<file path="src/rtl/al4s3b_cnt_regs.sv">
`default_nettype none
// ============================================================================
// Module      : al4s3b_cnt_regs
// Description : Wishbone register slave for the 16-bit up/down event counter
//               with clear/load command, enable/direction and sticky wrap
//               error status.
// Revision    : 1.0 - initial release
// ============================================================================
module al4s3b_cnt_regs #(
    parameter int                   ADDRWIDTH                = 7,
    parameter int                   DATAWIDTH                = 32,
    parameter logic [ADDRWIDTH-1:0] FPGA_REG_ID_VALUE_ADR    = 7'h0,
    parameter logic [ADDRWIDTH-1:0] FPGA_REV_NUM_ADR         = 7'h1,
    parameter logic [ADDRWIDTH-1:0] FPGA_CNT_SET_RST_REG_ADR = 7'h2,
    parameter logic [ADDRWIDTH-1:0] FPGA_CNT_EN_REG_ADR      = 7'h3,
    parameter logic [ADDRWIDTH-1:0] FPGA_CNT_ERR_STS_ADR     = 7'h4,
    parameter logic [ADDRWIDTH-1:0] FPGA_CNT_VAL_REG_ADR     = 7'h5,
    parameter logic [15:0]          AL4S3B_DEVICE_ID         = 16'h0,
    parameter logic [31:0]          AL4S3B_REV_LEVEL         = 32'h0,
    parameter logic [31:0]          AL4S3B_DEF_REG_VALUE     = 32'hFABDEFAC
) (
    input  logic                 WBs_CLK_i,
    input  logic                 WBs_RST_i,
    input  logic [ADDRWIDTH-1:0] WBs_ADR_i,
    input  logic                 WBs_CYC_i,
    input  logic [3:0]           WBs_BYTE_STB_i,
    input  logic                 WBs_WE_i,
    input  logic                 WBs_STB_i,
    input  logic [DATAWIDTH-1:0] WBs_DAT_i,
    output logic [DATAWIDTH-1:0] WBs_DAT_o,
    output logic                 WBs_ACK_o,
    output logic [31:0]          Device_ID_o,
    output logic [15:0]          count
);

    logic        r_ack;
    logic        r_en;
    logic        r_dir;
    logic        r_ovf;
    logic        r_unf;
    logic [15:0] r_count;
    logic [15:0] r_load_val;

    logic        w_wr;
    logic        w_sel_set_rst;
    logic        w_sel_en;
    logic        w_sel_err;
    logic        w_clr;
    logic        w_load;
    logic [15:0] w_load_val;
    logic        w_en_next;
    logic        w_dir_next;
    logic [15:0] w_count_next;
    logic        w_ovf_set;
    logic        w_unf_set;
    logic        w_ovf_next;
    logic        w_unf_next;
    logic        w_unused;

    // Commit happens on the edge where ACK rises, so a held strobe commits once.
    assign w_wr          = WBs_CYC_i & WBs_STB_i & WBs_WE_i & ~r_ack;
    assign w_sel_set_rst = (WBs_ADR_i == FPGA_CNT_SET_RST_REG_ADR);
    assign w_sel_en      = (WBs_ADR_i == FPGA_CNT_EN_REG_ADR);
    assign w_sel_err     = (WBs_ADR_i == FPGA_CNT_ERR_STS_ADR);

    assign w_clr  = w_wr & w_sel_set_rst & WBs_BYTE_STB_i[0] & WBs_DAT_i[0];
    assign w_load = w_wr & w_sel_set_rst & WBs_BYTE_STB_i[0] & WBs_DAT_i[1];

    // Lanes not strobed keep the previously written load value.
    assign w_load_val = {WBs_BYTE_STB_i[3] ? WBs_DAT_i[31:24] : r_load_val[15:8],
                         WBs_BYTE_STB_i[2] ? WBs_DAT_i[23:16] : r_load_val[7:0]};

    always_comb begin
        w_en_next  = r_en;
        w_dir_next = r_dir;
        if (w_wr && w_sel_en && WBs_BYTE_STB_i[0]) begin
            w_en_next  = WBs_DAT_i[0];
            w_dir_next = WBs_DAT_i[1];
        end
    end

    always_comb begin
        w_count_next = r_count;
        w_ovf_set    = 1'b0;
        w_unf_set    = 1'b0;
        if (w_clr) begin
            w_count_next = 16'h0000;
        end else if (w_load) begin
            w_count_next = w_load_val;
        end else if (r_en) begin
            if (r_dir) begin
                w_count_next = r_count - 16'd1;
                w_unf_set    = (r_count == 16'h0000);
            end else begin
                w_count_next = r_count + 16'd1;
                w_ovf_set    = (r_count == 16'hFFFF);
            end
        end
    end

    // A wrap on the same edge as a write-1-to-clear leaves the bit set.
    always_comb begin
        w_ovf_next = r_ovf | w_ovf_set;
        w_unf_next = r_unf | w_unf_set;
        if (w_wr && w_sel_err && WBs_BYTE_STB_i[0]) begin
            w_ovf_next = (r_ovf & ~WBs_DAT_i[0]) | w_ovf_set;
            w_unf_next = (r_unf & ~WBs_DAT_i[1]) | w_unf_set;
        end
    end

    always_ff @(posedge WBs_CLK_i or posedge WBs_RST_i) begin
        if (WBs_RST_i) begin
            r_ack      <= 1'b0;
            r_en       <= 1'b0;
            r_dir      <= 1'b0;
            r_ovf      <= 1'b0;
            r_unf      <= 1'b0;
            r_count    <= 16'h0000;
            r_load_val <= 16'h0000;
        end else begin
            r_ack   <= WBs_CYC_i & WBs_STB_i & ~r_ack;
            r_en    <= w_en_next;
            r_dir   <= w_dir_next;
            r_ovf   <= w_ovf_next;
            r_unf   <= w_unf_next;
            r_count <= w_count_next;
            if (w_wr && w_sel_set_rst) begin
                r_load_val <= w_load_val;
            end
        end
    end

    always_comb begin
        WBs_DAT_o = AL4S3B_DEF_REG_VALUE;
        case (WBs_ADR_i)
            FPGA_REG_ID_VALUE_ADR:    WBs_DAT_o = {16'h0000, AL4S3B_DEVICE_ID};
            FPGA_REV_NUM_ADR:         WBs_DAT_o = AL4S3B_REV_LEVEL;
            FPGA_CNT_SET_RST_REG_ADR: WBs_DAT_o = 32'h0000_0000;
            FPGA_CNT_EN_REG_ADR:      WBs_DAT_o = {30'h0, r_dir, r_en};
            FPGA_CNT_ERR_STS_ADR:     WBs_DAT_o = {30'h0, r_unf, r_ovf};
            FPGA_CNT_VAL_REG_ADR:     WBs_DAT_o = {16'h0000, r_count};
            default:                  WBs_DAT_o = AL4S3B_DEF_REG_VALUE;
        endcase
    end

    assign WBs_ACK_o   = r_ack;
    assign count       = r_count;
    assign Device_ID_o = {16'h0000, AL4S3B_DEVICE_ID};

    assign w_unused = ^{WBs_DAT_i[15:2], WBs_BYTE_STB_i[1]};

endmodule
`default_nettype wire
</file>
<file path="config.mk">
export PLATFORM = sky130hd
export DESIGN_NAME = al4s3b_cnt_regs
export DESIGN_NICKNAME = d
export VERILOG_FILES = /design/src/rtl/al4s3b_cnt_regs.sv
export SDC_FILE = /design/constraint.sdc
export NUM_CORES = 1
export LEC_CHECK = 0
export ABC_AREA = 0
export BUFFER_PORTS_ARGS = -buffer_cell sky130_fd_sc_hd__buf_4
export CAP_MARGIN = 20
export CORE_AREA = 2 2 87 89
export DETAILED_ROUTE_END_ITERATION = 12
export DIE_AREA = 0 0 89 91
export PLACE_DENSITY = 0.79
export SYNTH_ARGS = -nofsm -noshare
export SYNTH_HDL_FRONTEND = slang
export SYNTH_SLANG_ARGS = --single-unit
</file>
<file path="constraint.sdc">
create_clock -name WBs_CLK_i -period 5.6 [get_ports WBs_CLK_i]
set_input_delay 0.28 -clock WBs_CLK_i [delete_from_list [all_inputs] [get_ports WBs_CLK_i]]
set_output_delay 0.28 -clock WBs_CLK_i [all_outputs]
set_load 0.01 [all_outputs]
</file>
## Word level (Yosys, flattened, before mapping)

Index checks and enable logic that the tools add are counted.

| cells by class | value |
|---|---|
| eq/ne operators | 6 |
| add/subtract/negate cells | 2 |
| mux-type cells | 17 |
| reductions and logical operators | 9 |
| bitwise operators | 17 |

Operator list:

| operator | number |
|---|---|
| $pmux 32 s4 | 1 |
| $mux 16 | 4 |
| $add 16x1->16 const B | 1 |
| $eq 16x16->1 const B | 1 |
| $logic_not 16->1 | 1 |
| $mux 8 | 2 |
| $sub 16x1->16 const B | 1 |
| $eq 7x2->1 const B | 2 |
| $eq 7x3->1 const B | 2 |
| $and 1x1->1 | 10 |
| $mux 1 | 10 |
| $eq 7x1->1 const B | 1 |
| $logic_not 7->1 | 1 |
| $logic_and 1x1->1 | 5 |
| $or 1x1->1 | 4 |
| $not 1->1 | 3 |
| $reduce_bool 3->1 | 1 |
| $reduce_or 3->1 | 1 |

| storage, ports and cells | value |
|---|---|
| word-level logic and storage cells | 58 |
| flip-flop bits (word level) | 37 |

## Logic depth before layout (Yosys ltp)

Gate-level depths: netlist (run 1).

| depth | value |
|---|---|
| word-level depth | 10 |
| depth in mapped cells | 9 |
| mapped depth without buffers | 7 |

## Worst setup path after synthesis (run 1)

Ideal clock, no wire load.

| timing path | value |
|---|---|
| path type | register to register |
| start | register r_dir |
| end | register r_count[15] (netlist: count[15]) |
| arrival | 2.342 ns |
| path buffers | 0 |
| cell stages (with the launch flop) | 8 |
| required time | 5.499 ns |
| setup time | 0.101 ns |
| slack | 3.157 ns |
| path through | dfrtp_1 -> ha_1 -> a211o_1 -> and3b_1 -> a2111oi_0 -> nand3_1 -> mux2_4 -> o311ai_2 |

| on the way | value |
|---|---|
| cells in the longest elaborated chain, start to end | 4 |

RTL lines:

| what | line | text |
|---|---|---|
| start, declared | 38 | `logic r_dir;` |
| start signal, assigned | 123 | `r_dir <= w_dir_next;` |
| $mux 16 | 91 | `if (r_dir) begin` |
| $mux 16 | 90 | `end else if (r_en) begin` |
| $mux 16 | 88 | `end else if (w_load) begin` |
| $mux 16 | 86 | `if (w_clr) begin` |
| end signal, assigned | 126 | `r_count <= w_count_next;` |
| end, declared | 41 | `logic [15:0] r_count;` |

No other way between the ends. The select of a mux whose other input is x is not followed.
A chain may end at the register's enable or synchronous reset.

## Worst setup path after layout (run 1)

Ends and elaborated chain as after synthesis.

==> results of run 1 <==
==> power groups by stage <==
stage	sequential [uW]	combinational (uW)	clock, uW
4_1_cts	350	272	277
3_5_place_dp	355	269	0
6_report	353	272	277
2_1_floorplan	344	185	0
5_1_grt	356	301	290
3_3_place_gp	355	260	0
==> how the worst max path moves through the flow <==
| stage | endpoint | cells past startpoint |
|---|---|---|
| 3_5_place_dp | count[15]$_DFFE_PP0P_ | 7 |
| 4_1_cts | count[15]$_DFFE_PP0P_ | 7 |
| 3_3_place_gp | count[15]$_DFFE_PP0P_ | 7 |
| 6_report | count[15]$_DFFE_PP0P_ | 7 |
| 2_1_floorplan | count[15]$_DFFE_PP0P_ | 7 |
| 5_1_grt | count[15]$_DFFE_PP0P_ | 7 |
==> cell families (layout without fill, tap and decap cells) <==
family          count (synthesis)  after routing  synth area share [%]
xor+xnor                       11             11                  3.07
buf+inv                        67             93                  14.4
fa+ha+maj                      15             15                  6.21
other cells                     1             36                 0.119
mux                            38             38                  13.0
flops                          37             37                  29.5
compound gates                 79             79                  17.9
simple gates                   91             91                  15.8
==> worst max-delay path, stage by stage, from the launching register on <==
cell and delay (ps):
dfrtp_1 900, ha_1 440, a211o_1 360, and3b_1 170, a2111oi_0 360, nand3_1 220
mux2_4 340, o311ai_2 60
==> stage by stage <==
step | worst slack [ps] | utilization [%] | power (uW)
final | 2650 | 51.8 | 901
after detailed placement | 2740 | 49.9 | 624
after floorplan | 3160 | - | 530
after global routing | 2560 | 51.8 | 947
after global placement | 2760 | 49.9 | 614
after CTS | 2720 | 51.8 | 899
==> placed cells by master, fill, tap and decap left out, drive strengths merged, types with 6 or more instances in the layout <==
cell type / synthesis / layout
xor2: 7 / 7
mux2i: 18 / 18
nor3: 6 / 6
o21ai: 15 / 15
nand3: 7 / 7
nor2: 6 / 6
mux2: 20 / 20
buf: 56 / 79
conb: 1 / 36
dfrtp: 37 / 37
nand4: 7 / 7
a21oi: 15 / 15
a21o: 14 / 14
ha: 14 / 14
inv: 6 / 6
nand2: 35 / 35
a32o: 9 / 9
==> cell type report <==
class / count / area (um2) / share of cell area, %
Tap cell: 99 / 124 / 3.35
Inverter: 6 / 22.5 / 0.610
Timing Repair Buffer: 79 / 593 / 16.1
Clock inverter: 3 / 65.1 / 1.76
Clock buffer: 5 / 68.8 / 1.86
Multi-Input combinational cell: 270 / 1890 / 51.3
Sequential cell: 37 / 926 / 25.1
==> metal layers <==
layer / global-route usage [%] / wire [um] / vias up
met4: 7.46 / 197 / 0
met2: 28.9 / 3520 / 120
met3: 3.00 / 571 / 20
met5: 0 / 0 / -
met1: 24.7 / 3210 / 1253
li1: - / - / 1276
==> flip-flops by register name, indices dropped and copies added (netlist names) <==
signal,flops
r_load_val,16
count,16
r_dir,1
r_en,1
r_unf,1
r_ovf,1
WBs_ACK_o,1
==> flow_summary.toml, run 1 <==
[routing]
num_vias = 2669
vias_per_cell = 5.35
detail_route.wl_per_cell_um = 15.0
drt-initial-drc-count = 144
postRouteAntennaNets = 0
dr.pass1.iters = 4
drc = 0
routed_wl_mm = 7.50

[die]
core_area_mm2 = 0.00714
rows = 31
start_util_pct = 44.0
die_h_um = 91
io_pins = 129
floorplan.die_area_mm2 = 0.00810
die_width_um = 89

[clock_network]
cts_resized = 0
root_buffer = "clkbuf_8"
clk_pin_slew_ps = 80
clk-insertion-delay-late_ps = 300
cts_buffer_depth = 2
cts_hold_buf = 0
cts_tree = "done"
clock-sinks = 37
numCtsBuffers = 5
postCtsSetupRepairBufs = 0
h-tree-depth = 2

[critical_path]
worstRegToRegCells = 7
reg2reg_slack_ps = 2650
cp.required_ps = 5800
timing.rr.start = "r_dir$_DFFE_PP0P_"
end_kind = "register"
rr_endpoint = "count[15]$_DFFE_PP0P_"
worstSetupPathType = "reg2reg"
critical_path_arrival_ps = 3150
startpoint = "r_dir$_DFFE_PP0P_"
startpoint_type = "register"
crit_fanout = 23

[synthesis]
synth.most_common_cell = "buf_4"
yosysSeqAreaShare_pct = 29.5
synth_area_mm2 = 0.00314
yosysTopAreaCellShare_pct = 29.5
netlist_instances = 339
ys_warn_count = 0
synth_cell_types = 54
synth_area_leaders = "dfrtp_1 (29%), buf_4 (11%), mux2_2 (6.8%)"
synth-main-ff-cell = "dfrtp_1"
synth_area_per_cell_um2 = 9.27
yosysTopAreaCell = "dfrtp_1"
netlist_top_cells_count = "buf_4 (48), dfrtp_1 (37), nand2_1 (35)"
synth_edf_count = 0
async_flop_share_pct = 100
synth-seq-cells = 37

[timing]
slew_violations = 0
holdWs_ps = 91.8
hold_violations = 0
finalSetupTns_ps = 0
setup-violations-final = 0
fin_crit_ps = 2950
fin_worst_skew_ps = 7.69
min_period_over_period_pct = 52.7
worst_pin_slew_ps = 1040
slew_headroom_pct = 30.7
rsz0062_at_grt = "no"
fmax_ghz = 0.339

[placed_design]
place_congestion = 0.911
dp_cells = 491
dp_hpwl_mm = 5.59
placed_cell_area_mm2 = 0.00356
io_buffers = 77

[cells_and_area]
fillers = 656
post_route_cells_drive_above_1_share_pct = 28.7
syn_to_final_growth_pct = 17.6
stdcell_count = 499
finalInstanceArea_mm2 = 0.00369
final_nets = 462
n_antenna_cell = 0

[pwr]
p_clk_share_pct = 30.7
power.internal_uw = 602
p_sw_uw = 299
ir_drop_mv = 0.196
power_frac_comb_pct = 30.1
sw_frac_of_total_pct = 33.2
p_leak_uw = 0.00181
power-per-cell-area_mw_per_mm2 = 244
seqPwrFrac_pct = 39.1

[hold_path]
hold_class = "in2async"

[grt]
antenna_found_initial = 0
grt_pass1_vias = 2470
grt_max_degree = 38
grt_usage_pct = 18.3
grt_pass1_wl_mm = 11.8
overflow = 0

[flow_run]
max_cap_violations = 0

[run_status]
outcome = "complete, no violations"
(Power assumes the default switching activity.)
==> run 2, diff against run 1 <==
--- a/config.mk
+++ b/config.mk
@@ -8,10 +8,10 @@
 export ABC_AREA = 0
 export BUFFER_PORTS_ARGS = -buffer_cell sky130_fd_sc_hd__buf_4
 export CAP_MARGIN = 20
-export CORE_AREA = 2 2 87 89
+export CORE_AREA = 2 2 88 90
 export DETAILED_ROUTE_END_ITERATION = 12
-export DIE_AREA = 0 0 89 91
-export PLACE_DENSITY = 0.79
+export DIE_AREA = 0 0 90 92
+export PLACE_DENSITY = 0.8
 export SYNTH_ARGS = -nofsm -noshare
 export SYNTH_HDL_FRONTEND = slang
 export SYNTH_SLANG_ARGS = --single-unit
==> constraint.sdc (replaced) <==
create_clock -name WBs_CLK_i -period 2.6 [get_ports WBs_CLK_i]
set_input_delay 0.13 -clock WBs_CLK_i [delete_from_list [all_inputs] [get_ports WBs_CLK_i]]
set_output_delay 0.13 -clock WBs_CLK_i [all_outputs]
set_load 0.01 [all_outputs]
==> flow_summary.toml, run 2 (synthesis results as in run 1) <==
[run_status]
outcome = "complete, no violations"

[timing]
slew_headroom_pct = 48.6
finalSetupTns_ps = 0
hold_violations = 0
fmax_ghz = 0.403
min_period_over_period_pct = 95.3
fin_crit_ps = 2480
worst_pin_slew_ps = 771
rsz0062_at_grt = "yes"
fin_worst_skew_ps = 3.85
holdWs_ps = 58.8
setup-violations-final = 0
slew_violations = 0

[routing]
routed_wl_mm = 7.97
postRouteAntennaNets = 0
dr.pass1.iters = 4
drt-initial-drc-count = 229
num_vias = 2775
vias_per_cell = 5.41
detail_route.wl_per_cell_um = 15.5
drc = 0

[die]
io_pins = 129
rows = 32
core_area_mm2 = 0.00745
start_util_pct = 42.2
die_width_um = 90
floorplan.die_area_mm2 = 0.00828
die_h_um = 92

[placed_design]
dp_hpwl_mm = 5.96
io_buffers = 77
dp_cells = 504
place_congestion = 0.932

[critical_path]
timing.rr.start = "r_dir$_DFFE_PP0P_"
startpoint = "r_dir$_DFFE_PP0P_"
crit_end = "count[15]$_DFFE_PP0P_"
startpoint_type = "register"
rr_endpoint = "count[15]$_DFFE_PP0P_"
crit_fanout = 18
worstSetupPathType = "reg2reg"
worstRegToRegCells = 8
reg2reg_slack_ps = 120
end_kind = "register"
critical_path_arrival_ps = 2680
cp.required_ps = 2800

[grt]
grt_usage_pct = 19.6
grt_pass1_vias = 2689
grt_max_degree = 38
antenna_found_initial = 0
grt_pass1_wl_mm = 13.1
overflow = 0

[clock_network]
cts_buffer_depth = 2
clock-sinks = 37
numCtsBuffers = 5
cts_tree = "done"
root_buffer = "clkbuf_8"
h-tree-depth = 2
clk-insertion-delay-late_ps = 300
clk_pin_slew_ps = 80

[cells_and_area]
post_route_cells_drive_above_1_share_pct = 30.7
fillers = 661
final_util_pct = 51.1
n_antenna_cell = 0
layout_commonest_cell = "buf_4"
syn_to_final_growth_pct = 21.1
final_nets = 473
final_cell_mix = "buf_4 (87), dfrtp_1 (37), conb_1 (36), nand2_1 (35), mux2_2 (19)"
stdcell_count = 513

[pwr]
power-per-cell-area_mw_per_mm2 = 524
power.total_uw = 1990
ir_drop_mv = 0.406
p_leak_uw = 0.00187

[hold_path]
hold_class = "in2reg"

[flow_run]
max_cap_violations = 0
## run 2: changes by cell type in the layout (fill, tap and decap cells not counted), sizes merged
cell	delta
buf	+10
dlygate4sd3	+1
## run 2: cell type report
| class | instances | area [um2] | share of cell area (%) |
|---|---|---|---|
| Multi-Input combinational cell | 270 | 1900 | 49.9 |
| Sequential cell | 37 | 926 | 24.3 |
| Timing Repair Buffer | 90 | 694 | 18.3 |
| Tap cell | 102 | 128 | 3.36 |
| Clock buffer | 5 | 68.8 | 1.81 |
| Clock inverter | 3 | 65.1 | 1.71 |
| Inverter | 6 | 22.5 | 0.592 |
## run 2: worst min-delay path by stage
stage | slack, ps | cells past startpoint | to | from
after global routing | 70 | 2 | r_load_val[14]$_DFFE_PP0N_ | WBs_DAT_i[30]
after detailed placement | 280 | 3 | r_load_val[7]$_DFFE_PP0N_ | WBs_RST_i
after global placement | 280 | 3 | r_load_val[7]$_DFFE_PP0N_ | WBs_RST_i
after CTS | 50 | 3 | WBs_ACK_o$_DFF_PP0_ | WBs_STB_i
after floorplan | 240 | 2 | WBs_ACK_o$_DFF_PP0_ | WBs_STB_i
final | 60 | 3 | WBs_ACK_o$_DFF_PP0_ | WBs_STB_i
## run 2: routing by layer
| metal | vias to the layer above | part of all wire, % | wire [um] | track usage, % |
|---|---|---|---|---|
| met5 | - | 0 | 0 | 0 |
| met4 | 0 | 3.1 | 244 | 8.59 |
| met3 | 26 | 8.2 | 654 | 4.85 |
| met2 | 141 | 47 | 3730 | 32.5 |
| met1 | 1306 | 42 | 3340 | 24.3 |
| li1 | 1302 | - | - | - |
## run 2: power by group
group          internal (uW)  switching (uW)  total, uW
clock network            381             225        606
registers                631            79.9        710
logic                    325             351        675
total                   1340             656       1990
## run 2: repair_timing
action,in CTS,in global routing
hold endpoints to repair,37,0
endpoints found under the setup margin,0,3
hold buffers,1,0
setup buffers,0,0
resized for setup,0,1
## run 2: critical path: stages, from the launching register on
cell and delay [ps]:
dfrtp_1 480, buf_12 200, ha_1 320, and4_1 250
nor2b_1 160, a2111oi_0 410, nand3_1 180, mux2_4 330
o311ai_2 60
## run 2: through the flow
| stage | cell area (um2) | worst slack [ps] |
|---|---|---|
| after CTS | 3800 | 128 |
| final | 3800 | 122 |
| after global placement | 3640 | 198 |
| after detailed placement | 3650 | 210 |
| after floorplan | 3270 | 157 |
| after global routing | 3800 | -26.9 |
